$ cat src/rtl/alu_seg_display.sv
// 7-segment display stage for the 8-bit ALU board. It captures the ALU snapshot and scans four
// common-anode digits across three pages: operands, result in hex and result in decimal.
module alu_seg_display #(
  parameter int REFRESH_DIV     = 100000,
  parameter int DEBOUNCE_CYCLES = 1000000
) (
  input  logic       clk,
  input  logic       rst_n,
  input  logic [7:0] alu_a,
  input  logic [7:0] alu_b,
  input  logic [2:0] alu_sel,
  input  logic [7:0] alu_out,
  input  logic       carry,
  input  logic       zero,
  input  logic       neg,
  input  logic       overflow,
  input  logic       btn_page,
  input  logic       sw_hold,
  output logic [3:0] an,
  output logic [6:0] seg,
  output logic       dp,
  output logic [1:0] page_led
);

  // state | meaning
  // P0    | operands A and B in hex
  // P1    | opcode, blank, result in hex
  // P2    | blank, result in decimal (hundreds, tens, units)
  localparam logic [1:0] P0 = 2'd0;
  localparam logic [1:0] P1 = 2'd1;
  localparam logic [1:0] P2 = 2'd2;

  localparam int RW = (REFRESH_DIV > 1) ? $clog2(REFRESH_DIV) : 1;
  localparam int DW = (DEBOUNCE_CYCLES > 1) ? $clog2(DEBOUNCE_CYCLES) : 1;
  localparam logic [RW-1:0] RF_LAST = RW'(REFRESH_DIV - 1);
  localparam logic [DW-1:0] DB_LAST = DW'(DEBOUNCE_CYCLES - 1);
  localparam logic [4:0]    BLANK   = 5'd16;

  logic          btn_meta_q, btn_sync_q, hold_meta_q, hold_sync_q;
  logic [DW-1:0] db_cnt_q, db_cnt_d;
  logic          db_state_q, db_state_d;
  logic          page_adv_q, page_adv_d;
  logic [1:0]    page_q, page_d;
  logic [7:0]    a_q, b_q, out_q;
  logic [2:0]    sel_q;
  logic [3:0]    flags_q;
  logic [RW-1:0] ref_cnt_q, ref_cnt_d;
  logic [1:0]    idx_q, idx_d;
  logic [3:0]    an_q;
  logic [6:0]    seg_q;
  logic          dp_q;
  logic [19:0]   bcd_w;
  logic [4:0]    code_w;
  logic          dp_w;

  function automatic logic [6:0] seg_of(input logic [4:0] c);
    case (c)
      5'd0:    seg_of = 7'h40;
      5'd1:    seg_of = 7'h79;
      5'd2:    seg_of = 7'h24;
      5'd3:    seg_of = 7'h30;
      5'd4:    seg_of = 7'h19;
      5'd5:    seg_of = 7'h12;
      5'd6:    seg_of = 7'h02;
      5'd7:    seg_of = 7'h78;
      5'd8:    seg_of = 7'h00;
      5'd9:    seg_of = 7'h10;
      5'd10:   seg_of = 7'h08;
      5'd11:   seg_of = 7'h03;
      5'd12:   seg_of = 7'h46;
      5'd13:   seg_of = 7'h21;
      5'd14:   seg_of = 7'h06;
      5'd15:   seg_of = 7'h0E;
      default: seg_of = 7'h7F;
    endcase
  endfunction

  always_ff @(posedge clk or negedge rst_n) begin
    if (!rst_n) begin
      btn_meta_q  <= 1'b0;
      btn_sync_q  <= 1'b0;
      hold_meta_q <= 1'b0;
      hold_sync_q <= 1'b0;
    end else begin
      btn_meta_q  <= btn_page;
      btn_sync_q  <= btn_meta_q;
      hold_meta_q <= sw_hold;
      hold_sync_q <= hold_meta_q;
    end
  end

  // Any cycle that agrees with the accepted level restarts the stability count.
  always_comb begin
    db_cnt_d   = db_cnt_q;
    db_state_d = db_state_q;
    page_adv_d = 1'b0;
    if (btn_sync_q == db_state_q) begin
      db_cnt_d = '0;
    end else if (db_cnt_q == DB_LAST) begin
      db_cnt_d   = '0;
      db_state_d = ~db_state_q;
      page_adv_d = ~db_state_q;
    end else begin
      db_cnt_d = db_cnt_q + DW'(1);
    end
  end

  always_comb begin
    page_d = page_q;
    if (page_adv_q) begin
      case (page_q)
        P0:      page_d = P1;
        P1:      page_d = P2;
        default: page_d = P0;
      endcase
    end else if (page_q != P0 && page_q != P1 && page_q != P2) begin
      page_d = P0;
    end
  end

  always_comb begin
    ref_cnt_d = ref_cnt_q + RW'(1);
    idx_d     = idx_q;
    if (ref_cnt_q == RF_LAST) begin
      ref_cnt_d = '0;
      idx_d     = idx_q + 2'd1;
    end
  end

  // Shift-add-3: bcd_w[19:16] hundreds, [15:12] tens, [11:8] units once the loop finishes.
  always_comb begin
    bcd_w = {12'd0, out_q};
    for (int i = 0; i < 8; i++) begin
      if (bcd_w[11:8]  >= 4'd5) bcd_w[11:8]  = bcd_w[11:8]  + 4'd3;
      if (bcd_w[15:12] >= 4'd5) bcd_w[15:12] = bcd_w[15:12] + 4'd3;
      if (bcd_w[19:16] >= 4'd5) bcd_w[19:16] = bcd_w[19:16] + 4'd3;
      bcd_w = bcd_w << 1;
    end
  end

  always_comb begin
    code_w = BLANK;
    dp_w   = 1'b1;
    case (idx_q)
      2'd0: begin
        dp_w = ~flags_q[0];
        case (page_q)
          P1:      code_w = {1'b0, out_q[3:0]};
          P2:      code_w = {1'b0, bcd_w[11:8]};
          default: code_w = {1'b0, b_q[3:0]};
        endcase
      end
      2'd1: begin
        dp_w = ~flags_q[1];
        case (page_q)
          P1:      code_w = {1'b0, out_q[7:4]};
          P2:      code_w = {1'b0, bcd_w[15:12]};
          default: code_w = {1'b0, b_q[7:4]};
        endcase
      end
      2'd2: begin
        dp_w = ~flags_q[2];
        case (page_q)
          P1:      code_w = BLANK;
          P2:      code_w = {1'b0, bcd_w[19:16]};
          default: code_w = {1'b0, a_q[3:0]};
        endcase
      end
      default: begin
        dp_w = ~flags_q[3];
        case (page_q)
          P1:      code_w = {2'b00, sel_q};
          P2:      code_w = BLANK;
          default: code_w = {1'b0, a_q[7:4]};
        endcase
      end
    endcase
  end

  always_ff @(posedge clk or negedge rst_n) begin
    if (!rst_n) begin
      db_cnt_q   <= '0;
      db_state_q <= 1'b0;
      page_adv_q <= 1'b0;
      page_q     <= P0;
      a_q        <= '0;
      b_q        <= '0;
      sel_q      <= '0;
      out_q      <= '0;
      flags_q    <= '0;
      ref_cnt_q  <= '0;
      idx_q      <= '0;
      an_q       <= 4'hF;
      seg_q      <= 7'h7F;
      dp_q       <= 1'b1;
    end else begin
      db_cnt_q   <= db_cnt_d;
      db_state_q <= db_state_d;
      page_adv_q <= page_adv_d;
      page_q     <= page_d;
      if (!hold_sync_q) begin
        a_q     <= alu_a;
        b_q     <= alu_b;
        sel_q   <= alu_sel;
        out_q   <= alu_out;
        flags_q <= {carry, zero, neg, overflow};
      end
      ref_cnt_q <= ref_cnt_d;
      idx_q     <= idx_d;
      an_q      <= ~(4'b0001 << idx_q);
      seg_q     <= seg_of(code_w);
      dp_q      <= dp_w;
    end
  end

  assign an       = an_q;
  assign seg      = seg_q;
  assign dp       = dp_q;
  assign page_led = page_q;

endmodule

$ cat config.mk
export PLATFORM = sky130hd
export DESIGN_NAME = alu_seg_display
export DESIGN_NICKNAME = d
export VERILOG_FILES = /design/src/rtl/alu_seg_display.sv
export SDC_FILE = /design/constraint.sdc
export NUM_CORES = 1
export LEC_CHECK = 0
export BUFFER_PORTS_ARGS = -buffer_cell sky130_fd_sc_hd__buf_4
export CAP_MARGIN = 40
export CORE_MARGIN = 2
export CORE_UTILIZATION = 50
export DETAILED_ROUTE_END_ITERATION = 16
export HOLD_SLACK_MARGIN = 0.12
export MAX_ROUTING_LAYER = met4
export PLACE_DENSITY = 0.69
export RECOVER_POWER = 25
export REMOVE_ABC_BUFFERS = 1
export SYNTH_ARGS = -nofsm -noshare
export SYNTH_HDL_FRONTEND = slang
export SYNTH_SLANG_ARGS = --single-unit
$ cat constraint.sdc
create_clock -name clk -period 7.8 [get_ports clk]
set_input_delay 1.56 -clock clk [delete_from_list [all_inputs] [get_ports clk]]
set_output_delay 1.56 -clock clk [all_outputs]
set_load 0.005 [all_outputs]
==> results by group <==
Run status
  – Status: finished, violations left
  – Failing checks: max-capacitance violations, max-slew violations

Synth
  – Post-synthesis sequential area ratio: 0.391
  – Synth Cell Area: 5800 sq um
  – Post-synth EDFFs: 0
  – Yosys cell types: 79
  – Yosys top cell by area: dfrtp_1
  – Gate Count Post-Synth: about 600
  – Most frequent cells after synthesis: 78 x dfrtp_1, 51 x nor2_1, 41 x nand2_1
  – Most numerous cell in the Yosys netlist: dfrtp_1
  – Synth Register Bits: 90
  – Async SR Flop Fraction: 1.00
  – Synth top area cells: dfrtp_1 34%, mux2_2 6.6%, ha_1 5.8%
  – Mean post-synth cell area: 9.77 sq um
  – Yosys top cell area share: 0.336
  – Synth Warn #: 0
  – Top FF cell, synth: dfrtp_1

Routing
  – TritonRoute pass-1 iters: 5
  – Vias per cell: 5.83
  – First DRT Iteration DRCs: a little under 300
  – Final wirelength: 12.5 mm
  – Detail Route Antenna Nets: 0
  – Residual DRC: 0
  – Via Count: 4539
  – Wire per inst: 16.1 microns

Worst setup path
  – Critical Path Sink: seg[3]
  – Reg-to-reg slack, setup: 0.73 ns
  – Setup CP Type: reg -> reg
  – WP buf/inv: 3
  – R2R Path End: seg[3]
  – CP max FO: 13
  – CP Capture Type: flop
  – Worst Path Required: 8.07 ns
  – Reg2reg path depth: 30
  – Largest delay contributor family on the critical path: adder cells
  – Most frequent CP cell: ha_1
  – Worst Path Arrival: around 7.4 ns
  – CP Launch Type: flop
  – CP Depth: 30
  – Slowest stage delay, CP: a little under 0.5 ns
  – Slowest cell on crit path: dfrtp_1
  – Critical Path Source: out_q[5]
  – R2R Path Start: out_q[5]

Global routing
  – First-pass GRT wire length: 21.8 mm
  – Largest net degree at the start of global routing: 59
  – Total gr overflow: 0
  – Initial antenna violation count: 0
  – Global Route Usage Sum: 0.219
  – Number of global-route vias before repair: between 4000 and 5000

STA
  – Slew Limit Fails: 34
  – Final Hold Viols: 0
  – Final setup viols: 0
  – TNS Setup: 0 ns
  – Worst-margin pin slew: 1.68 ns
  – Slew HR: -0.122
  – Unrepaired setup endpoints after global routing: no
  – Final min period: roughly 7 ns
  – Final period util: 0.907
  – Final Skew: 0.00952 ns
  – F_max: 0.141 GHz

Cells and area
  – Area Overhead vs Synth: 12.6%
  – Layout fillers: 1031
  – Final #Nets: between 600 and 700
  – Core Util, Final: 0.574
  – Antenna diode count: 0
  – Final instance area: 6530 sq um
  – Layout cell share with drive strength beyond 1: 0.222

Place
  – Number of port buffers: 48
  – DP Wirelength: between 9 and 10 mm
  – Dpl cell area: ~6200 sq um
  – Final Wtd Congestion: 0.872

Run
  – MaxCap Viol Count: 1

Hold path
  – Min-Delay Path Class: reg -> reg

Clock tree
  – Setup Fix Bufs, Post-CTS: 0
  – Clk pin slew, worst setup/hold paths: 0.06 ns
  – Root Driver: clkbuf_16
  – Max Buffers Root-to-Sink: 2
  – Clock sink total: 90
  – CTS tree: yes
  – H-tree levels: 3
  – Clock Latency Late Sink: 0.34 ns
  – CTS buffer count: 9

Pwr
  – Leak: 0.00282 uW
  – Overall Power: between 1000 and 1500 uW
  – PwrDens: 225 nW/um^2
  – Peak VDD IR: 0.126 mV

Floorplan
  – Die Y-Extent: 112 microns
  – I/O pins: 49
  – Core area: between 10000 and 15000 sq um
  – Die area: 12500 sq um
  – FP Rows: 39
  – Initial Util: 0.510
  – Die width: approximately 110 microns
## layout by cell type, fill, tap and decap left out, types with 4 or more instances in the layout
master / n
buf_4: 47
nor2_1: 51
a21o_1: 7
xor2_1: 14
mux2i_1: 12
dfstp_2: 12
nor2b_1: 12
o31ai_1: 4
inv_1: 30
o22ai_1: 6
a211oi_1: 4
nand4_1: 9
nor4_1: 4
a21oi_1: 23
nand3_1: 29
and3_1: 14
mux2_2: 34
clkbuf_16: 9
a221oi_1: 5
dfrtp_1: 78
and2_1: 4
o21ai_0: 20
o211ai_1: 10
nand2b_1: 6
ha_1: 27
or3_1: 6
nor3_1: 8
or4_1: 4
a31oi_1: 4
xnor2_1: 20
nand2_1: 41
## power breakdown
group          internal, uW  switching (uW)  total (uW)
Clock                   243             173         415
Sequential              502            24.1         526
Combinational           221             303         525
## routing by layer
metal,GRT usage,share of wire,up-vias
met5,-,0,-
met4,0.0840,0.028,0
met3,0.0338,0.028,24
met2,0.352,0.50,75
met1,0.282,0.45,2211
li1,-,-,2229
## timing repair
action                     CTS  global route
hold buffers                 0             0
gates resized for setup      0             2
setup endpoints to repair    0             7
## cell families (layout without fill, tap and decap cells)
logic type      after synthesis  in the layout  synth area share
compound gates              132            132             0.180
xor+xnor                     35             35            0.0541
fa+ha+maj                    27             27            0.0582
buf+inv                      56             97            0.0410
flops                        90             90             0.391
mux                          48             48            0.0932
simple gates                206            206             0.183
## state kept, by name, indices dropped and copies added (netlist names)
signal	cells
an	4
idx_q	2
btn_meta_q	1
page_adv_q	1
db_cnt_q	20
hold_sync_q	1
hold_meta_q	1
sel_q	3
btn_sync_q	1
flags_q	4
db_state_q	1
b_q	8
dp	1
ref_cnt_q	17
seg	7
page_led	2
a_q	8
out_q	8
## stage by stage
stage               cells  hold slack [ns]  setup slack, ns
finish                778            0.348            0.726
global route          778            0.353           0.0236
CTS                   778            0.350            0.450
detailed placement    762            0.335            0.459
global placement      762            0.333            0.698
floorplan             569            0.331             1.40
## worst reg2reg max path: cells and delay by family (launching register included)
kind                       cells  cell delay (ns)
DFF                            1             0.49
muxes                          3             0.81
and+or+nand+nor                7             1.35
AOI/OAI and AO/OA              9             1.71
xor gates and xnor gates       1             0.21
buffers and inverters          3             0.34
adders and majority gates      7             2.11
## how the worst min path moves through the flow
stage | endpoint | depth (start not counted) | slack (ns) | from
3_5_place_dp | btn_sync_q | 0 | 0.33 | btn_meta_q
4_1_cts | hold_sync_q | 0 | 0.35 | hold_meta_q
6_report | hold_sync_q | 0 | 0.35 | hold_meta_q
5_1_grt | hold_sync_q | 0 | 0.35 | hold_meta_q
3_3_place_gp | hold_sync_q | 0 | 0.33 | hold_meta_q
2_1_floorplan | btn_sync_q | 0 | 0.33 | btn_meta_q
## cell type report
type                            count  area (sq um)  share of cell area
Tap cell                          143           179              0.0274
Clock inverter                      3          21.3             0.00326
Clock buffer                       13           270              0.0414
Sequential cell                    90          2270               0.347
Multi-Input combinational cell    448          3300               0.506
Inverter                           31           116              0.0178
Timing Repair Buffer               50           372              0.0569
(Power assumes the default switching activity.)
